==> src/rtl/sfx_sequencer_if.sv <==
// Game-side event/gamemode inputs and tone-generator outputs of the sfx sequencer.
interface sfx_sequencer_if #(
  parameter int PERIOD_W = 20
) ();
  logic [1:0]          gamemode;
  logic                ev_jump;
  logic                ev_hit;
  logic                ev_over;
  logic [PERIOD_W-1:0] period;
  logic                tone_en;
  logic                busy;
  logic [1:0]          cur_event;

  modport master (
    output gamemode, ev_jump, ev_hit, ev_over,
    input  period, tone_en, busy, cur_event
  );

  modport slave (
    input  gamemode, ev_jump, ev_hit, ev_over,
    output period, tone_en, busy, cur_event
  );
endinterface

==> src/rtl/sfx_sequencer.sv <==
// Priority-arbitrated sound-effect note sequencer; outputs valid one edge after an event pulse.
// No backpressure: lower-priority pulses during playback are dropped, never queued.
module sfx_sequencer #(
  parameter int TICK_CYCLES = 12500000,
  parameter int PERIOD_W    = 20
) (
  input logic             clk,
  input logic             rst,
  sfx_sequencer_if.slave  bus
);
  localparam int TW = $clog2(TICK_CYCLES);
  localparam logic [TW-1:0] TICK_LAST = TW'(TICK_CYCLES - 1);

  localparam logic [PERIOD_W-1:0] P_REST = '0;
  localparam logic [PERIOD_W-1:0] P_C4   = PERIOD_W'(381678);
  localparam logic [PERIOD_W-1:0] P_D4   = PERIOD_W'(340530);
  localparam logic [PERIOD_W-1:0] P_E4   = PERIOD_W'(303030);
  localparam logic [PERIOD_W-1:0] P_G4   = PERIOD_W'(255101);
  localparam logic [PERIOD_W-1:0] P_C5   = PERIOD_W'(191204);
  localparam logic [PERIOD_W-1:0] P_G5   = PERIOD_W'(127551);

  typedef enum logic {S_IDLE, S_PLAY} state_t;

  // Note table keyed by {event, index}; unused slots read as a 1-tick rest.
  function automatic logic [PERIOD_W-1:0] note_period(input logic [1:0] ev, input logic [2:0] idx);
    case ({ev, idx})
      5'b01_000: note_period = P_C5;
      5'b01_001: note_period = P_G5;
      5'b10_000: note_period = P_G4;
      5'b10_001: note_period = P_REST;
      5'b10_010: note_period = P_D4;
      5'b11_000: note_period = P_G4;
      5'b11_001: note_period = P_E4;
      5'b11_010: note_period = P_C4;
      5'b11_011: note_period = P_REST;
      5'b11_100: note_period = P_C4;
      default:   note_period = P_REST;
    endcase
  endfunction

  function automatic logic [2:0] note_dur(input logic [1:0] ev, input logic [2:0] idx);
    case ({ev, idx})
      5'b10_010: note_dur = 3'd2;
      5'b11_000: note_dur = 3'd2;
      5'b11_001: note_dur = 3'd2;
      5'b11_010: note_dur = 3'd2;
      5'b11_100: note_dur = 3'd4;
      default:   note_dur = 3'd1;
    endcase
  endfunction

  function automatic logic [2:0] seq_last(input logic [1:0] ev);
    case (ev)
      2'b01:   seq_last = 3'd1;
      2'b10:   seq_last = 3'd2;
      2'b11:   seq_last = 3'd4;
      default: seq_last = 3'd0;
    endcase
  endfunction

  state_t              state_q;
  logic [1:0]          ev_q;
  logic [2:0]          idx_q;
  logic [TW-1:0]       tick_q;
  logic [2:0]          tin_q;
  logic [PERIOD_W-1:0] period_q;
  logic                tone_en_q;
  logic                busy_q;

  logic [1:0]          ev_d;
  logic                start_d;
  logic                note_end_d;
  logic [2:0]          idx_d;
  logic [PERIOD_W-1:0] start_period_d;
  logic [PERIOD_W-1:0] next_period_d;

  always_comb begin
    ev_d = 2'b00;
    if (bus.ev_over)      ev_d = 2'b11;
    else if (bus.ev_hit)  ev_d = 2'b10;
    else if (bus.ev_jump) ev_d = 2'b01;
    // Equal priority restarts; ev_q is 00 when idle so any event is accepted then.
    start_d        = (bus.gamemode != 2'b00) && (ev_d != 2'b00) &&
                     ((state_q == S_IDLE) || (ev_d >= ev_q));
    note_end_d     = (tick_q == TICK_LAST) && (tin_q == note_dur(ev_q, idx_q) - 3'd1);
    idx_d          = idx_q + 3'd1;
    start_period_d = note_period(ev_d, 3'd0);
    next_period_d  = note_period(ev_q, idx_d);
  end

  always_ff @(posedge clk or posedge rst) begin
    if (rst) begin
      state_q   <= S_IDLE;
      ev_q      <= 2'b00;
      idx_q     <= 3'd0;
      tick_q    <= '0;
      tin_q     <= 3'd0;
      period_q  <= '0;
      tone_en_q <= 1'b0;
      busy_q    <= 1'b0;
    end else if (start_d) begin
      state_q   <= S_PLAY;
      ev_q      <= ev_d;
      idx_q     <= 3'd0;
      tick_q    <= '0;
      tin_q     <= 3'd0;
      period_q  <= start_period_d;
      tone_en_q <= (start_period_d != '0);
      busy_q    <= 1'b1;
    end else begin
      case (state_q)
        S_IDLE: ;
        S_PLAY: begin
          if ((bus.gamemode == 2'b00) || (note_end_d && (idx_q == seq_last(ev_q)))) begin
            state_q   <= S_IDLE;
            ev_q      <= 2'b00;
            idx_q     <= 3'd0;
            tick_q    <= '0;
            tin_q     <= 3'd0;
            period_q  <= '0;
            tone_en_q <= 1'b0;
            busy_q    <= 1'b0;
          end else if (note_end_d) begin
            idx_q     <= idx_d;
            tick_q    <= '0;
            tin_q     <= 3'd0;
            period_q  <= next_period_d;
            tone_en_q <= (next_period_d != '0);
          end else if (tick_q == TICK_LAST) begin
            tick_q <= '0;
            tin_q  <= tin_q + 3'd1;
          end else begin
            tick_q <= tick_q + 1'b1;
          end
        end
        default: state_q <= S_IDLE;
      endcase
    end
  end

  assign bus.period    = period_q;
  assign bus.tone_en   = tone_en_q;
  assign bus.busy      = busy_q;
  assign bus.cur_event = ev_q;
endmodule
==> src/flat_wrapper.sv <==
// flat-port wrapper written by rule: the top's interface ports become plain ports
module sfx_sequencer_flat 
#(
  parameter int TICK_CYCLES = 12500000,
  parameter int PERIOD_W    = 20
)
  (clk, rst, bus_gamemode, bus_ev_jump, bus_ev_hit, bus_ev_over, bus_period, bus_tone_en, bus_busy, bus_cur_event);
  sfx_sequencer_if #(.PERIOD_W(PERIOD_W)) bus_i ();
  input logic clk;
  input logic rst;
  input wire logic [$bits(bus_i.gamemode)-1:0] bus_gamemode;
  input wire logic [$bits(bus_i.ev_jump)-1:0] bus_ev_jump;
  input wire logic [$bits(bus_i.ev_hit)-1:0] bus_ev_hit;
  input wire logic [$bits(bus_i.ev_over)-1:0] bus_ev_over;
  output wire logic [$bits(bus_i.period)-1:0] bus_period;
  output wire logic [$bits(bus_i.tone_en)-1:0] bus_tone_en;
  output wire logic [$bits(bus_i.busy)-1:0] bus_busy;
  output wire logic [$bits(bus_i.cur_event)-1:0] bus_cur_event;
  assign bus_i.gamemode = bus_gamemode;
  assign bus_i.ev_jump = bus_ev_jump;
  assign bus_i.ev_hit = bus_ev_hit;
  assign bus_i.ev_over = bus_ev_over;
  assign bus_period = bus_i.period;
  assign bus_tone_en = bus_i.tone_en;
  assign bus_busy = bus_i.busy;
  assign bus_cur_event = bus_i.cur_event;
  sfx_sequencer #(.TICK_CYCLES(TICK_CYCLES), .PERIOD_W(PERIOD_W)) u_core (.clk(clk), .rst(rst), .bus(bus_i));
endmodule
==> config.mk <==
export PLATFORM = sky130hd
export DESIGN_NAME = sfx_sequencer_flat
export DESIGN_NICKNAME = d
export VERILOG_FILES = /design/src/rtl/sfx_sequencer_if.sv /design/src/rtl/sfx_sequencer.sv /design/src/flat_wrapper.sv
export SDC_FILE = /design/constraint.sdc
export NUM_CORES = 1
export LEC_CHECK = 0
export CAP_MARGIN = 20
export CORE_AREA = 2 2 107 109
export DETAILED_ROUTE_END_ITERATION = 7
export DIE_AREA = 0 0 109 111
export GPL_TIMING_DRIVEN = 0
export PLACE_DENSITY = 0.59
export SYNTH_ARGS = -nofsm -noshare
export SYNTH_HDL_FRONTEND = slang
export SYNTH_SLANG_ARGS = --single-unit
export TNS_END_PERCENT = 100
==> constraint.sdc <==
create_clock -name clk -period 2.5 [get_ports clk]
set_input_delay 0.625 -clock clk [delete_from_list [all_inputs] [get_ports clk]]
set_output_delay 0.625 -clock clk [all_outputs]
set_load 0.05 [all_outputs]
==> flow_summary.ini <==
[synth]
synth_top_family_by_area = compound AO/OA/AOI/OAI gates
synth.cell_area_um2 = 3240
muxShareOfSynthArea = 0.0127
yosysSeqAreaShare = 0.401
syn_area_per_cell_um2 = 9.01
synth_flop_cell = dfrtp_1
yosys.area_share.adder = 0.0347
async_reset_ff_frac = 1.00
yosys_register_bits = 52
synth_edf_count = 0
yosys.area_share.simple = 0.233
yosys.area.top_type = dfrtp_1
synth.distinct_cells = 54
synth_compound_area_frac = 0.246
synth_warnings = 0
synthXorXnorAreaFrac = 0.0216
synth_top_area_frac = 0.401
synth_nets = 376
synthTopCellsByArea = dfrtp_1, o31ai_1, nand2_1
netlist_instances = 360

[clocking]
clock_latency_ns = 0.29
clk_pin_slew_ns = 0.07
clockBufferDepth = 2
cts_made_buffers = 5
cts_tree = built
holdBufCountCts = 0
htree_levels = 2
cts_root_buffer = clkbuf_16
clock-sinks = 52

[timing]
fin_crit_sh = 0.980
drv_slew = 0
finalClockSkew_ns = 0.00826
timing.setup.tns_ns = 0
rsz0062_at_grt = true
layout_min_cycle_time_ns = 2.45
slew_headroom = 0.451
worst_pin_slew_ns = 0.817
timing.final.hold_violations = 0
max_freq_mhz = 408
finalSetupViolCount = 0

[power]
p_switching_mw = 1.74
powerDensity_nw_per_um2 = 915
p_leak_nw = 1.80
p_sw_frac = 0.426
p_int_mw = 2.34
irDropWorstVdd_v = 0.000653
design_power_total_mw = 4.08
pwr-share-clk = 0.197
p_comb_frac = 0.539
seq_power_share = 0.264

[routing]
drt-initial-drc-count = 126
routedWlPerCell_um = 16.0
wirelength_um = 9200
drt-pass1-iter-count = 4
antenna_left = 0
dr_total_vias = 3069
viasPerCell = 5.33
drc_errors = 0

[global_route]
grt_first_pass_wirelength_um = 15600
grt_use_total = 0.162
grt_pass1_vias = 3143
grt_max_degree = 38
gr-total-overflow = 0
antenna_found_initial = 0

[worst_setup_path]
cp_max_fo = 6
r2r-end = u_core.idx_q[0]$_DFFE_PP0P_
r2r.worst_path.cells = 9
cp.required_ns = 2.68
rrSetupSlack_ns = 0.05
crit_family = simple AND/OR/NAND/NOR gates
arrival_ns = 2.63
critPathKind = reg -> reg
cp_slowest_cell = or4_4
timing.rr.start = u_core.idx_q[0]$_DFFE_PP0P_
cp_common_cell = buf_6
worstPathCellList = inv_2 -> ha_4 -> and4_1 -> or4_4 -> a211oi_4 -> o21ai_4 -> buf_6 -> buf_6 -> mux2_4
crit_buf_inv = 3
endpoint_kind = register
cp_num_cells = 9
start_kind = register
slowest_delay_ns = 0.51

[floorplanning]
start_util = 0.293
num_rows = 39
placeableCoreArea_um2 = 11100
die_area_um2 = 12100
top_level_ports = 31
fp.dieW_um = 109
dieHeight_um = 111

[status]
status = complete, no violations

[worst_hold_path]
hold_end = u_core.bus.busy$_DFFE_PP0P_
hold_path.startpoint = u_core.bus.busy$_DFFE_PP0P_
whs_path_depth = 1
hold_path_class = reg -> reg

[cells_and_area]
area_delta_synth_final_pct = 37.4
nets = 448
antenna_cells = 0
drive_gt1_frac = 0.236
fin_cells = 576
post-route-util = 0.402

[place]
dp_cells = 533
hpwl_um = 6220
port_buffers = 29
finalWeightedCongestion = 0.825

[run]
cap_violations = 0
## flip-flops by register name, indices dropped and copies added, names as in the netlist
name and count:
u_core.bus.period 17, u_core.bus.busy 1, u_core.idx_q 3, u_core.bus.tone_en 1, u_core.bus.cur_event 2, u_core.state_q 1
u_core.tin_q 3, u_core.tick_q 24
## cells by family after synthesis
kind of cell / count (synthesis)
AOI/OAI and AO/OA: 110
xor gates and xnor gates: 8
adders and majority gates: 9
buffers and inverters: 36
DFF: 52
muxes: 4
other: 1
and+or+nand+nor: 140
## per-layer routing
| layer | track usage | vias up | routed length (µm) |
|---|---|---|---|
| li1 | - | 1479 | - |
| met1 | 0.207 | 1528 | 4180 |
| met2 | 0.278 | 53 | 4680 |
| met3 | 0.0300 | 9 | 220 |
| met4 | 0.0410 | 0 | 108 |
| met5 | 0 | - | 0 |
## worst max path at each step
stage	from	to	slack, ns
finish	u_core.idx_q[0]$_DFFE_PP0P_	u_core.idx_q[0]$_DFFE_PP0P_	0.05
global route	u_core.idx_q[0]$_DFFE_PP0P_	u_core.idx_q[0]$_DFFE_PP0P_	-0.03
CTS	u_core.idx_q[0]$_DFFE_PP0P_	u_core.idx_q[0]$_DFFE_PP0P_	-0.01
detailed placement	bus_ev_hit	u_core.tick_q[21]$_DFFE_PP0P_	-1.16
global placement	bus_ev_hit	u_core.tick_q[11]$_DFFE_PP0P_	-1.10
floorplan	bus_ev_hit	u_core.tick_q[8]$_DFFE_PP0P_	-0.01
## worst register-to-register path, cell delays in order (launching register included)
cell and delay, ns:
dfrtp_2 0.39, inv_2 0.08, ha_4 0.18, and4_1 0.21, or4_4 0.51, a211oi_4 0.30
o21ai_4 0.11, buf_6 0.17, buf_6 0.12, mux2_4 0.26
## power groups by stage
stage	clock network, mW	logic, mW	registers [mW]
after CTS	0.827	2.11	1.08
final	0.802	2.20	1.08
after global routing	0.861	2.36	1.09
after global placement	0	1.88	1.08
after detailed placement	0	1.89	1.08
after floorplan	0	0.981	1.45
## Yosys cell counts (all sizes together), types with 5 or more instances
| library cell | instances |
|---|---|
| a211oi | 9 |
| a21o | 5 |
| a21oi | 14 |
| a221o | 8 |
| and3 | 6 |
| buf | 8 |
| clkbuf | 12 |
| dfrtp | 52 |
| ha | 9 |
| inv | 15 |
| nand2 | 38 |
| nand2b | 5 |
| nand3 | 12 |
| nor2 | 23 |
| nor2b | 5 |
| nor3 | 14 |
| nor4 | 8 |
| o21ai | 30 |
| o22a | 7 |
| o31ai | 20 |
| or3 | 7 |
## placed cells by master, fill, tap and decap left out, types with 4 or more instances in the layout
master / Yosys / routed
dfrtp_1: 52 / 49
nand2_1: 38 / 38
buf_4: 4 / 33
clkdlybuf4s50_1: 0 / 26
o21ai_0: 26 / 23
nor2_1: 23 / 22
o31ai_1: 20 / 20
nand3_1: 12 / 12
a21oi_1: 14 / 12
inv_1: 15 / 11
nor3_1: 13 / 10
buf_6: 1 / 9
clkbuf_1: 12 / 8
a221o_1: 8 / 8
o22a_1: 7 / 7
and3_1: 6 / 6
a211oi_1: 8 / 6
nor4_1: 8 / 6
or3_1: 6 / 5
nor2b_1: 5 / 5
clkbuf_16: 0 / 5
and4_1: 4 / 4
buf_2: 3 / 4
nand2b_1: 5 / 4
and2_1: 4 / 4
a21o_1: 5 / 4
a22o_1: 4 / 4
ha_4: 0 / 4
ha_1: 9 / 4
## layout make-up
| type | instances | area, µm² |
|---|---|---|
| Clock buffer | 5 | 125 |
| Tap cell | 143 | 179 |
| Multi-Input combinational cell | 272 | 2010 |
| Sequential cell | 52 | 1310 |
| Timing Repair Buffer | 66 | 591 |
| Buffer | 19 | 121 |
| Fill cell | 1052 | 6620 |
| Clock inverter | 3 | 46.3 |
| Inverter | 16 | 77.6 |
## timing repair
action	4_1_cts	5_1_grt
buffers inserted	25	10
setup endpoints to repair	52	44
endpoints found under the hold margin	0	0
pin swaps	15	22
resized for setup	42	21
gates cloned	1	0
## per-stage QoR
step	cell area, µm²	setup WS (ns)	hold WS, ns
finish	4460	0.0507	0.492
detailed placement	3830	-1.16	0.468
CTS	4330	-0.0140	0.491
global placement	3810	-1.10	0.470
global route	4460	-0.0347	0.501
floorplan	3340	-0.0117	0.448
No activity file was read; power rests on OpenSTA's default activity.
